$ cat src/rtl/branch_ctrl.sv
// -----------------------------------------------------------------------------
// branch_ctrl
//
// Branch resolution unit with an architectural {Z,V,N} flag register.
// A branch request is accepted in IDLE and evaluated against the flags. A taken
// branch produces a one-cycle redirect pulse with the target address, and then
// holds flush high for FLUSH_CYCLES cycles. While flush is high, new branches
// are ignored and ALU flag writes are squashed.
//
// Configuration macro: BR_FLAG_BYPASS_EN
//   defined   : if an ALU result writes the flags in the same cycle as an
//               accepted branch, the branch is evaluated against the bypassed
//               next-flag value. This adds no latency.
//   undefined : in that case the request is latched. The FSM spends one cycle
//               in HOLD and evaluates the updated flags_q.
//
// Parameters
//   FLUSH_CYCLES  number of flush cycles after a taken branch (1..7)
//
// Ports
//   clk          in   clock; all state updates on the rising edge
//   rst          in   asynchronous, active-high reset
//   alu_valid    in   ALU result in flight this cycle
//   alu_op       in   ALU opcode (selects which flags are written)
//   alu_flags    in   ALU flags {Z,V,N}
//   br_valid     in   branch request, held until br_ready
//   br_reg       in   0 = PC-relative (B), 1 = register target (BR)
//   br_cond      in   condition code
//   pc_plus2     in   branch address + 2
//   imm9         in   signed word offset
//   reg_target   in   BR target address
//   br_ready     out  the request is accepted when br_valid is also 1
//   redirect     out  one-cycle pulse for a taken branch
//   target       out  taken-branch address; holds until the next redirect
//   flush        out  squash the wrong-path instructions
//   flags_q      out  architectural flags {Z,V,N}
// -----------------------------------------------------------------------------
module branch_ctrl #(
    parameter int unsigned FLUSH_CYCLES = 2
) (
    input  logic        clk,
    input  logic        rst,
    input  logic        alu_valid,
    input  logic [3:0]  alu_op,
    input  logic [2:0]  alu_flags,
    input  logic        br_valid,
    input  logic        br_reg,
    input  logic [2:0]  br_cond,
    input  logic [15:0] pc_plus2,
    input  logic [8:0]  imm9,
    input  logic [15:0] reg_target,
    output logic        br_ready,
    output logic        redirect,
    output logic [15:0] target,
    output logic        flush,
    output logic [2:0]  flags_q
);

    typedef enum logic [1:0] {
        ST_IDLE  = 2'd0,
        ST_HOLD  = 2'd1,
        ST_FLUSH = 2'd2
    } state_e;

    state_e      state_q, state_d;
    logic [2:0]  flags_d;
    logic        redirect_q, redirect_d;
    logic [15:0] target_q, target_d;
    logic [2:0]  cnt_q, cnt_d;

    logic        wr_all;     // opcode writes Z, V and N
    logic        wr_z;       // opcode writes Z only
    logic        squash;
    logic [15:0] br_tgt;

`ifndef BR_FLAG_BYPASS_EN
    logic        hazard;
    logic [2:0]  hold_cond_q, hold_cond_d;
    logic [15:0] hold_tgt_q, hold_tgt_d;
`endif

    // Flag layout: [2] Z, [1] V, [0] N.
    function automatic logic cond_met(input logic [2:0] cond, input logic [2:0] f);
        logic z, v, n;
        z = f[2];
        v = f[1];
        n = f[0];
        case (cond)
            3'b000:  cond_met = !z;
            3'b001:  cond_met = z;
            3'b010:  cond_met = !z && !n;
            3'b011:  cond_met = n;
            3'b100:  cond_met = z || (!z && !n);
            3'b101:  cond_met = n || z;
            3'b110:  cond_met = v;
            default: cond_met = 1'b1;
        endcase
    endfunction

    assign wr_all = (alu_op == 4'b0000) || (alu_op == 4'b0001);
    assign wr_z   = (alu_op == 4'b0010) || (alu_op == 4'b0100) ||
                    (alu_op == 4'b0101) || (alu_op == 4'b0110);
    assign squash = (state_q == ST_FLUSH);

    // B target: the word offset is sign-extended and doubled. The sum wraps
    // modulo 2^16.
    assign br_tgt = br_reg ? reg_target
                           : pc_plus2 + {{6{imm9[8]}}, imm9, 1'b0};

`ifndef BR_FLAG_BYPASS_EN
    assign hazard = alu_valid && (wr_all || wr_z);
`endif

    always_comb begin
        // NOTE: every signal written here gets a default first, so that no path
        // leaves it unassigned and no latch is inferred.
        state_d    = state_q;
        flags_d    = flags_q;
        redirect_d = 1'b0;
        target_d   = target_q;
        cnt_d      = cnt_q;
`ifndef BR_FLAG_BYPASS_EN
        hold_cond_d = hold_cond_q;
        hold_tgt_d  = hold_tgt_q;
`endif

        // Flag register update. A squashed ALU result does not write the flags.
        if (alu_valid && !squash) begin
            if (wr_all) begin
                flags_d = alu_flags;
            end else if (wr_z) begin
                flags_d[2] = alu_flags[2];
            end
        end

        unique case (state_q)
            ST_IDLE: begin
                if (br_valid) begin
`ifdef BR_FLAG_BYPASS_EN
                    // flags_d already holds any same-cycle flag write.
                    if (cond_met(br_cond, flags_d)) begin
                        redirect_d = 1'b1;
                        target_d   = br_tgt;
                        cnt_d      = 3'(FLUSH_CYCLES - 1);
                        state_d    = ST_FLUSH;
                    end
`else
                    if (hazard) begin
                        hold_cond_d = br_cond;
                        hold_tgt_d  = br_tgt;
                        state_d     = ST_HOLD;
                    end else if (cond_met(br_cond, flags_q)) begin
                        redirect_d = 1'b1;
                        target_d   = br_tgt;
                        cnt_d      = 3'(FLUSH_CYCLES - 1);
                        state_d    = ST_FLUSH;
                    end
`endif
                end
            end

            ST_HOLD: begin
`ifndef BR_FLAG_BYPASS_EN
                // flags_q now holds the flags written by the hazarding ALU op.
                if (cond_met(hold_cond_q, flags_q)) begin
                    redirect_d = 1'b1;
                    target_d   = hold_tgt_q;
                    cnt_d      = 3'(FLUSH_CYCLES - 1);
                    state_d    = ST_FLUSH;
                end else begin
                    state_d = ST_IDLE;
                end
`else
                state_d = ST_IDLE;
`endif
            end

            ST_FLUSH: begin
                if (cnt_q == 3'd0) begin
                    state_d = ST_IDLE;
                end else begin
                    cnt_d = cnt_q - 3'd1;
                end
            end

            default: state_d = ST_IDLE;
        endcase
    end

    // NOTE: sequential state uses non-blocking assignments only. Every flop
    // then samples its pre-edge value, so the update does not depend on the
    // order in which the statements are evaluated.
    always_ff @(posedge clk or posedge rst) begin
        if (rst) begin
            state_q    <= ST_IDLE;
            flags_q    <= 3'b000;
            redirect_q <= 1'b0;
            target_q   <= 16'h0000;
            cnt_q      <= 3'd0;
        end else begin
            state_q    <= state_d;
            flags_q    <= flags_d;
            redirect_q <= redirect_d;
            target_q   <= target_d;
            cnt_q      <= cnt_d;
        end
    end

`ifndef BR_FLAG_BYPASS_EN
    always_ff @(posedge clk or posedge rst) begin
        if (rst) begin
            hold_cond_q <= 3'b000;
            hold_tgt_q  <= 16'h0000;
        end else begin
            hold_cond_q <= hold_cond_d;
            hold_tgt_q  <= hold_tgt_d;
        end
    end
`endif

    assign br_ready = (state_q == ST_IDLE) && !rst;
    assign redirect = redirect_q;
    assign target   = target_q;
    assign flush    = (state_q == ST_FLUSH);

endmodule
$ cat config.mk
export PLATFORM = sky130hd
export DESIGN_NAME = branch_ctrl
export DESIGN_NICKNAME = d
export VERILOG_FILES = /design/src/rtl/branch_ctrl.sv
export SDC_FILE = /design/constraint.sdc
export NUM_CORES = 1
export LEC_CHECK = 0
export CAP_MARGIN = 10
export CORE_AREA = 2 2 75 105
export DETAILED_ROUTE_END_ITERATION = 7
export DIE_AREA = 0 0 77 107
export PLACE_DENSITY = 0.82
export SYNTH_ARGS = -nofsm -noshare
export SYNTH_HDL_FRONTEND = slang
export SYNTH_SLANG_ARGS = --single-unit
export TNS_END_PERCENT = 30
$ cat constraint.sdc
create_clock -name clk -period 1.8 [get_ports clk]
set_input_delay 0.27 -clock clk [delete_from_list [all_inputs] [get_ports clk]]
set_output_delay 0.27 -clock clk [all_outputs]
set_load 0.005 [all_outputs]
==> flow_metrics.tcl, run 1 <==
set metrics [dict create \
    status "finished, violations left" \
    violations "setup timing" \
    pwr-share-seq_pct 30.6 \
    synthAdderAreaFrac_pct 6.92 \
    die_w_um 77 \
    timing.hold.ws_ns 0.354 \
    cp_num_buf_inv 2 \
    cp_max_fo 11 \
    cts_tree "done" \
    die_area_mm2 0.00824 \
    worstHoldPathType "in2async" \
    drc_errors 0 \
    grt-ovfl-total 0 \
    arrival_ns 2.38 \
    synth_compound_area_share_pct 23.9 \
    dpl.hpwl_um 7340 \
    postLayoutCellArea_mm2 0.00552 \
    grt_max_degree 45 \
    start_kind "flop" \
    worstMarginPinSlew_ns 0.569 \
    clk_latency_ns 0.31 \
    yosys.area_share.simple_pct 21.3 \
    ys_ff_latch 44 \
    drive_gt1_share_pct 39.7 \
    ios 78 \
    cp_top_family "compound AO/OA/AOI/OAI gates" \
    routed_via_density 5.82 \
    worstReg2RegStart "flags_q[0]" \
    comb_power_share_pct 52.1 \
    grt_pass1_vias 3878 \
    fp.dieH_um 107 \
    core_mm2 0.00731 \
    gp_congestion 0.880 \
    yosys.area_share.xor_xnor_pct 2.20 \
    max-clock-path-buffers 2 \
    setup_tns_ns -7.07 \
    p_int_mw 3.88 \
    muxShareOfSynthArea_pct 6.40 \
    period_minus_slack_ns 2.19 \
    drt_iter0_drc 236 \
    synth_seq_area_share_pct 34.6 \
    ys_types 61 \
    drtPass1Iterations 4 \
    dp_slack_ns -0.852 \
    track_usage_pct 26.7 \
    synthArstFlopShare_pct 100 \
    avgSynthCellArea_um2 8.29 \
    fin_worst_skew_ns 0.0132 \
    area_delta_synth_final_pct 73.3 \
    finalMaxSlewViolations 0 \
    n_antenna_cell 0 \
    max-slew-margin-rel_pct 61.7 \
    drv_cap 0 \
    cpPeakStageDelay_ns 0.54 \
    yosysTopAreaCellShare_pct 34.6 \
    synth_top_family_by_area "compound AO/OA/AOI/OAI gates" \
    post_dp_cell_area_mm2 0.00483 \
    ys_warn_count 0 \
    start_util_pct 43.5 \
    rsz0062_at_grt "true" \
    synth_area_leader_cell "dfrtp_1" \
    grt_pass1_wl_um 17900 \
    critical_path.startpoint "flags_q[0]" \
    cp.required_ns 1.99 \
    cts_buffers 5 \
    p_sw_mw 2.25 \
    rr_endpoint "target[8]" \
    antenna_found_initial 0 \
    setup_ws_ns -0.393 \
    nNetsFinal 616 \
    r2r_setup_slack_ns -0.39 \
    htreeDepth 2 \
    syn_area_mm2 0.00318 \
    synthTopCellsByArea "dfrtp_1 (35%), nand2_1 (7.4%), ha_1 (6.3%), a21oi_1 (4.7%), mux2i_1 (3.5%)" \
    clockPowerShare_pct 17.4 \
    clock-sinks 44 \
    cp-end-kind "flop" \
    leakagePower_nw 2.46 \
    p_sw_share_pct 36.7 \
    worstPathCellList "a211oi_4 > a211oi_4 > nor4_2 > o211ai_2 > buf_6 > buf_6 > o41ai_2" \
    ir_drop_v 0.000639 \
    synth_edf_count 0 \
    numPortBuffers 77 \
    p_per_area_mw_per_mm2 1110 \
    rows 37 \
    setup_viol 23 \
    worstRegToRegCells 7 \
    max_freq_ghz 0.456 \
    clk_pin_slew_ns 0.10 \
    crit_slowest_cell "nor4_2" \
    synth_ff_type "dfrtp_1" \
    synthCells 384 \
    timing.final.crit_share_pct 122 \
    vias 3729 \
    ant_nets 0 \
    crit_cells 7 \
    post_drt_wl_per_cell_um 19.5 \
    crit_end "target[8]" \
    syn-num-nets 457 \
    cts-root-buf "clkbuf_8" \
    crit_type "reg2reg" \
    hold_viol 0 \
    wirelength_um 12500 \
]
==> worst register-to-register path: cells and delay by family, from the launching register on <==
kind	cells	cell delay [ns]
AOI/OAI and AO/OA	4	0.75
buffers and inverters	2	0.31
DFF	1	0.47
and+or+nand+nor	1	0.55
==> through the flow <==
stage	std cells	util (%)	total power, mW
2_1_floorplan	384	-	2.95
6_report	641	75.5	6.13
3_3_place_gp	621	66.0	4.12
4_1_cts	637	72.0	5.55
5_1_grt	641	75.5	6.40
3_5_place_dp	621	66.0	4.25
==> metal layers <==
layer | track usage (%) | wire (um) | up-vias
li1 | - | - | 1709
met2 | 51.1 | 6800 | 182
met1 | 28.0 | 4260 | 1771
met5 | 0 | 0 | -
met4 | 14.3 | 804 | 0
met3 | 3.62 | 650 | 67
==> how the worst min path moves through the flow <==
| stage | from | end | cells after the start |
|---|---|---|---|
| after detailed placement | hold_tgt_q[6] | hold_tgt_q[6] | 2 |
| after global placement | hold_tgt_q[6] | hold_tgt_q[6] | 2 |
| after CTS | rst | target[14] | 3 |
| after global routing | rst | flags_q[0] | 3 |
| after floorplan | br_cond[0] | hold_cond_q[0] | 2 |
| final | rst | cnt_q[1] | 3 |
==> registers in the layout, summed over array words and instances (netlist names) <==
| register | count |
|---|---|
| redirect | 1 |
| cnt_q | 3 |
| target | 16 |
| state_q | 2 |
| hold_tgt_q | 16 |
| flags_q | 3 |
| hold_cond_q | 3 |
==> layout make-up <==
type	instances	area, um^2
inverters	16	60.1
multi-input cells	302	2490
flip-flops and latches	44	1110
well taps	97	121
repair buffers	174	1580
fillers	448	1800
clock buffers	5	68.8
clock inverters	3	90.1
==> power by group through the flow <==
stage | clock network [mW] | logic [mW] | registers [mW]
2_1_floorplan | 0 | 1.24 | 1.71
3_3_place_gp | 0 | 2.36 | 1.76
3_5_place_dp | 0 | 2.47 | 1.78
4_1_cts | 1.06 | 2.72 | 1.78
5_1_grt | 1.10 | 3.38 | 1.91
6_report | 1.06 | 3.19 | 1.87
==> kinds of logic after synthesis <==
family,count (synthesis)
and+or+nand+nor,144
AOI/OAI and AO/OA,114
DFF,44
adders and majority gates,17
muxes,19
xor gates and xnor gates,8
buffers and inverters,38
==> synthesized netlist by cell type (5+ instances only) <==
| master | count |
|---|---|
| nand2_1 | 63 |
| dfrtp_1 | 44 |
| a21oi_1 | 30 |
| nor2_1 | 25 |
| o21ai_0 | 19 |
| clkbuf_1 | 17 |
| ha_1 | 16 |
| inv_1 | 15 |
| mux2i_1 | 11 |
| nor3_1 | 11 |
| a211oi_1 | 9 |
| nand2b_1 | 8 |
| and3_1 | 7 |
| mux2_2 | 7 |
| nand3_1 | 7 |
| o21a_1 | 7 |
| o31ai_1 | 7 |
| o21ai_1 | 6 |
| xnor2_1 | 5 |
==> placed cells by master, fill, tap and decap left out, types with 9 or more instances in the layout <==
cell type | synthesis | routed
a21oi_1 | 30 | 17
a21oi_2 | 0 | 10
buf_4 | 0 | 82
buf_6 | 0 | 12
clkdlybuf4s50_1 | 0 | 50
dfrtp_1 | 44 | 40
dlygate4sd2_1 | 0 | 15
ha_4 | 0 | 13
inv_1 | 15 | 11
mux2i_1 | 11 | 10
nand2_1 | 63 | 55
nor2_1 | 25 | 25
o21ai_0 | 19 | 15
o21ai_1 | 6 | 9
==> timing repair <==
action	4_1_cts	5_1_grt
gates cloned	1	1
pin swaps	29	17
resized for setup	117	49
hold endpoints to repair	0	0
hold buffers	0	0
buffers inserted	7	4
setup endpoints to repair	37	30
Note: power is estimated with default switching activity, not from simulation.
==> inputs of run 2 (changes only) <==
--- a/config.mk
+++ b/config.mk
@@ -6,9 +6,9 @@
 export NUM_CORES = 1
 export LEC_CHECK = 0
 export CAP_MARGIN = 10
-export CORE_AREA = 2 2 75 105
+export CORE_AREA = 8 8 81 111
 export DETAILED_ROUTE_END_ITERATION = 7
-export DIE_AREA = 0 0 77 107
+export DIE_AREA = 0 0 89 119
 export PLACE_DENSITY = 0.82
 export SYNTH_ARGS = -nofsm -noshare
 export SYNTH_HDL_FRONTEND = slang
==> constraint.sdc (replaced) <==
create_clock -name clk -period 1.8 [get_ports clk]
set_input_delay 0.27 -clock clk [delete_from_list [all_inputs] [get_ports clk]]
set_output_delay 0.27 -clock clk [all_outputs]
set_load 0.1 [all_outputs]
==> run 2 against run 1 <==
  * The flow still finishes with violations (setup timing)
  * Critical path depth did not move
  * Via count decreased by 1.3%
  * First-iteration DRC count up 1.7%
  * Design area shrank 1.0%
  * Clock power decreased by 23%
  * Highest routed layer unchanged
  * Sequential power is 2% higher
  * Clock-buffer cell count increased by 1
  * Core utilization fell by 0.77 points
  * Critical endpoint unchanged
  * Power increased by 21%
==> flow_metrics.tcl, run 2 (synthesized netlist as in run 1, its figures left out) <==
set metrics [dict create \
    post_drt_wl_per_cell_um 18.5 \
    arrival_ns 2.24 \
    worstMarginPinSlew_ns 0.415 \
    crit_slowest_cell "dfrtp_4" \
    min_from "imm9[0]" \
    crit_type "reg2reg" \
    die_area_mm2 0.0106 \
    ant_nets 0 \
    fin_worst_skew_ns 0.00706 \
    cp-end-kind "flop" \
    die_w_um 89 \
    cts_buffers 5 \
    drv_cap 0 \
    start_kind "flop" \
    timing.critical_path.mode_cell "a211oi_4" \
    wirelength_um 11800 \
    fin_cells 635 \
    cts-root-buf "clkbuf_8" \
    dpl.hpwl_um 8030 \
    routed_via_density 5.80 \
    max-clock-path-buffers 2 \
    cp_num_buf_inv 2 \
    fp.dieH_um 119 \
    antenna_found_initial 0 \
    worstHoldPathType "in2reg" \
    fillers 471 \
    gp_congestion 0.922 \
    nNetsFinal 610 \
    setup_tns_ns -3.04 \
    rsz0062_at_grt "true" \
    layout_common_cells "buf_4 (94), nand2_1 (61), dfrtp_1 (40)" \
    ios 78 \
    cts_tree "done" \
    status "finished, violations left" \
    clock-sinks 44 \
    drtPass1Iterations 5 \
    grt_pass1_vias 3923 \
    grt-ovfl-total 0 \
    worstRegToRegCells 7 \
    setup_ws_ns -0.239 \
    wl_met1_um 4210 \
    drt_iter0_drc 240 \
    cpPeakStageDelay_ns 0.54 \
    worstPathCellList "buf_4 > a211oi_4 > a211oi_4 > nor4_2 > o211ai_2 > buf_12 > o41ai_2" \
    r2r_setup_slack_ns -0.24 \
    leakagePower_nw 2.44 \
    area_delta_synth_final_pct 71.6 \
    drive_gt1_share_pct 40.3 \
    n_antenna_cell 0 \
    core_mm2 0.00731 \
    numPortBuffers 77 \
    p_per_area_mw_per_mm2 1360 \
    hold_viol 0 \
    setup_viol 24 \
    rr_endpoint "target[8]" \
    clk_latency_ns 0.30 \
    drc_errors 0 \
    cp_top_family "compound AO/OA/AOI/OAI gates" \
    ir_drop_v 0.00105 \
    wl_met2_um 6480 \
    worstHoldEndpoint "hold_tgt_q[1]" \
    multi_input_area_mm2 0.00245 \
    final_common_cell "buf_4" \
    max_freq_ghz 0.490 \
    clk_pin_slew_ns 0.09 \
    cp_max_fo 26 \
    highest_layer "met4" \
    grt_max_degree 45 \
    rows 37 \
    period_minus_slack_ns 2.04 \
    finalMaxSlewViolations 0 \
    worstReg2RegStart "flags_q[2]" \
    timing.final.crit_share_pct 113 \
    max-slew-margin-rel_pct 72.2 \
    grt_pass1_wl_um 18700 \
    htreeDepth 2 \
    start_util_pct 43.5 \
    violations "setup timing" \
    whs_path_depth 4 \
    cp.required_ns 2.00 \
    vias 3681 \
    dr_wl_met3_um 657 \
    holdBufCountCts 0 \
    track_usage_pct 22.1 \
    place_inst 617 \
    regArea_mm2 0.00111 \
]
-- run 2: cell count changes in the layout (fill, tap and decap cells not counted), sizes merged --
cell	change
clkdlybuf4s50	-19
bufinv	-2
buf	+17
clkinv	+1
dlygate4sd2	-7
clkdlybuf4s15	+5
dlymetal6s2s	-1
-- run 2: repair_timing --
action	in CTS	in global routing
hold endpoints to repair	0	0
resized for setup	134	17
pin swaps	34	10
setup buffers	7	3
endpoints found under the setup margin	40	33
-- run 2: routing by layer --
| layer | GRT usage (%) | vias to the layer above |
|---|---|---|
| met5 | 0 | - |
| met4 | 10.9 | 0 |
| met3 | 2.89 | 39 |
| met2 | 40.6 | 163 |
| met1 | 23.4 | 1789 |
| li1 | - | 1690 |
-- run 2: area by class of cell --
type                       count  share of cell area [%]
clock buffer                   6                    1.51
clock inverter                 2                   0.710
inverter                      16                    1.10
multi-input combinational    302                    44.8
sequential                    44                    20.3
tap                           97                    2.22
timing repair buffer         168                    29.3
-- run 2: power breakdown --
part	switching, mW	leakage, nW	internal, mW
clock	0.361	0.0614	0.454
combinational	2.89	1.83	1.82
sequential	0.449	0.545	1.47
-- run 2: per-stage QoR --
step | hold slack [ns] | instance area (um^2) | power (mW) | util [%] | setup slack [ns]
after floorplan | 0.375 | 3290 | 4.62 | - | -0.299
after CTS | 0.385 | 5350 | 7.24 | 73.1 | -0.148
final | 0.432 | 5460 | 7.44 | 74.7 | -0.239
after global routing | 0.466 | 5460 | 7.79 | 74.7 | -0.327
after global placement | 0.458 | 4830 | 6.06 | 66.1 | -0.827
after detailed placement | 0.470 | 4830 | 6.20 | 66.1 | -0.889
-- run 2: worst min-delay path: cells and delay by family --
family,cells,cell delay (ns)
adders and majority gates,1,0.11
buffers and inverters,1,0.07
muxes,1,0.07
AOI/OAI and AO/OA,1,0.17
-- run 2: worst max path at each step --
stage                  to        start  cells after the start
6_report        target[8]   flags_q[2]                      7
5_1_grt         target[7]   br_cond[2]                      8
4_1_cts         target[7]   flags_q[2]                      7
3_5_place_dp   target[13]  pc_plus2[1]                     11
3_3_place_gp   target[14]      imm9[8]                      8
2_1_floorplan   target[3]   flags_q[2]                      8
==> inputs of run 3 (changes only) <==
--- a/config.mk
+++ b/config.mk
@@ -9,7 +9,7 @@
 export CORE_AREA = 8 8 81 111
 export DETAILED_ROUTE_END_ITERATION = 7
 export DIE_AREA = 0 0 89 119
-export PLACE_DENSITY = 0.82
+export PLACE_DENSITY = 0.79
 export SYNTH_ARGS = -nofsm -noshare
 export SYNTH_HDL_FRONTEND = slang
 export SYNTH_SLANG_ARGS = --single-unit
==> constraint.sdc (replaced) <==
create_clock -name clk -period 1.9 [get_ports clk]
set_input_delay 0.57 -clock clk [delete_from_list [all_inputs] [get_ports clk]]
set_output_delay 0.57 -clock clk [all_outputs]
set_load 0.1 [all_outputs]
==> run 3 against run 2 <==
  * The run still ends with setup timing left
  * Clock skew grew 0.0020 ns
  * First-iteration DRC count grew 25%
  * Design area grew 7.9%
  * Sequential share of layout area shrank 1.5 points
  * Clock-buffer cell count is the same
  * Sequential cell count is the same
  * Via count grew 5.7%
  * Critical endpoint is now target[14]
  * Largest cell class unchanged
==> flow_metrics.tcl, run 3 (synthesized netlist as in run 1, its figures left out) <==
set metrics [dict create \
    violations "setup timing" \
    die_w_um 89 \
    track_usage_pct 23.9 \
    worstReg2RegStart "flags_q[0]" \
    r2r_setup_slack_ns -0.21 \
    n_antenna_cell 0 \
    drc_errors 0 \
    clk_latency_ns 0.31 \
    vias 3890 \
    fp.dieH_um 119 \
    crit_type "in2reg" \
    cp.required_ns 2.11 \
    clock-sinks 44 \
    worstHoldPathType "reg2reg" \
    routed_via_density 6.00 \
    setup_ws_ns -0.302 \
    drt_iter0_drc 299 \
    p_per_area_mw_per_mm2 1360 \
    grt_max_degree 45 \
    grt_pass1_vias 4032 \
    numPortBuffers 77 \
    antenna_found_initial 0 \
    cpPeakStageDelay_ns 0.38 \
    htreeDepth 2 \
    whs_path_depth 1 \
    arrival_ns 2.41 \
    ant_nets 0 \
    worstPathCellList "buf_2 > ha_4 > and3_4 > a211o_4 > buf_6 > a32oi_1 > a21oi_1 > o31ai_2" \
    max_freq_ghz 0.454 \
    cp_top_family "compound AO/OA/AOI/OAI gates" \
    layout_common_cells "buf_4 (77), nand2_1 (57), dfrtp_1 (41)" \
    post_drt_wl_per_cell_um 21.5 \
    grt-ovfl-total 0 \
    fin_cells 648 \
    crit_slowest_cell "a32oi_1" \
    cp_num_buf_inv 2 \
    final_common_cell "buf_4" \
    period_minus_slack_ns 2.20 \
    cp-end-kind "flop" \
    min_from "hold_tgt_q[11]" \
    timing.hold.ws_ns 0.506 \
    timing.final.crit_share_pct 116 \
    cts_tree "done" \
    gp_congestion 0.878 \
    clk_pin_slew_ns 0.09 \
    drive_gt1_share_pct 46.3 \
    ios 78 \
    start_util_pct 43.5 \
    rsz0062_at_grt "true" \
    worstRegToRegCells 6 \
    wirelength_um 13900 \
    rows 37 \
    postLayoutCellArea_mm2 0.00590 \
    worstHoldEndpoint "hold_tgt_q[11]" \
    nNetsFinal 623 \
    hold_viol 0 \
    finalMaxSlewViolations 0 \
    crit_cells 8 \
    rr_endpoint "target[13]" \
    status "finished, violations left" \
    cp_max_fo 6 \
    die_area_mm2 0.0106 \
    max-clock-path-buffers 2 \
    post_dp_cell_area_mm2 0.00492 \
    cts_buffers 5 \
    start_kind "input pin" \
    fillers 407 \
    leakagePower_nw 2.61 \
    fin_worst_skew_ns 0.00910 \
    drtPass1Iterations 6 \
    max-slew-margin-rel_pct 66.9 \
    dpl.hpwl_um 7940 \
    grt_pass1_wl_um 20100 \
    worstMarginPinSlew_ns 0.494 \
    ir_drop_v 0.000922 \
    drv_cap 0 \
    place_inst 611 \
    cts-root-buf "clkbuf_8" \
    core_mm2 0.00731 \
    setup_viol 41 \
    area_delta_synth_final_pct 85.1 \
]
[run 3: cell types whose count changed in the layout (fill, tap and decap cells not counted), sizes merged]
| cell | delta |
|---|---|
| buf | +19 |
| clkdlybuf4s50 | -6 |
| clkdlybuf4s15 | -1 |
| dlymetal6s2s | +1 |
[run 3: through the flow]
stage | util (%) | power, mW | setup WS [ns] | TNS (ns)
final | 80.6 | 8.03 | -0.302 | -5.55
after global routing | 80.6 | 8.31 | -0.424 | -8.19
after global placement | 67.2 | 5.98 | -1.02 | -29.13
after floorplan | - | 4.40 | -0.460 | -6.42
after CTS | 77.2 | 7.35 | -0.251 | -2.89
after detailed placement | 67.2 | 6.12 | -1.04 | -30.93
[run 3: what timing repair did]
item                                    CTS  global route
cloned                                    3             0
endpoints found under the setup margin   42            43
setup buffers                            19             7
resized for setup                       178            44
pin swaps                                55            28
hold buffers                              0             0
[run 3: final cells by class]
class	instances	area, um^2	area share, %
multi-input cells	302	2620	44.4
repair buffers	181	1860	31.6
flip-flops and latches	44	1110	18.8
well taps	97	121	2.06
clock buffers	6	82.6	1.40
inverters	16	62.6	1.06
clock inverters	2	38.8	0.658
[run 3: worst max path at each step]
stage / startpoint / to / slack [ns]
2_1_floorplan: pc_plus2[4] / target[12] / -0.46
3_3_place_gp: pc_plus2[1] / target[9] / -1.02
3_5_place_dp: pc_plus2[1] / hold_tgt_q[15] / -1.04
4_1_cts: imm9[2] / target[12] / -0.25
5_1_grt: imm9[0] / target[11] / -0.42
6_report: pc_plus2[3] / target[14] / -0.30
[run 3: where the power goes]
| part | switching, mW | leakage [nW] | internal, mW | total, mW |
|---|---|---|---|---|
| Sequential | 0.540 | 0.546 | 1.38 | 1.93 |
| Clock | 0.368 | 0.0614 | 0.431 | 0.799 |
| Combinational | 3.06 | 2.00 | 2.24 | 5.31 |
| Total | 3.97 | 2.61 | 4.06 | 8.03 |
[run 3: worst reg2reg max path, delay by kind of cell, from the launching register on]
family          cells  cell delay, ns
simple gates        1            0.31
buf+inv             1            0.18
compound gates      4            0.99
flops               1            0.53
[run 3: metal layers]
layer	routed length, um	vias up	share of wire [%]	GRT usage (%)
met4	822	0	5.9	12.0
li1	-	1713	-	-
met5	0	-	0	0
met1	4760	1895	34	24.8
met3	893	64	6.4	3.17
met2	7450	218	54	44.4
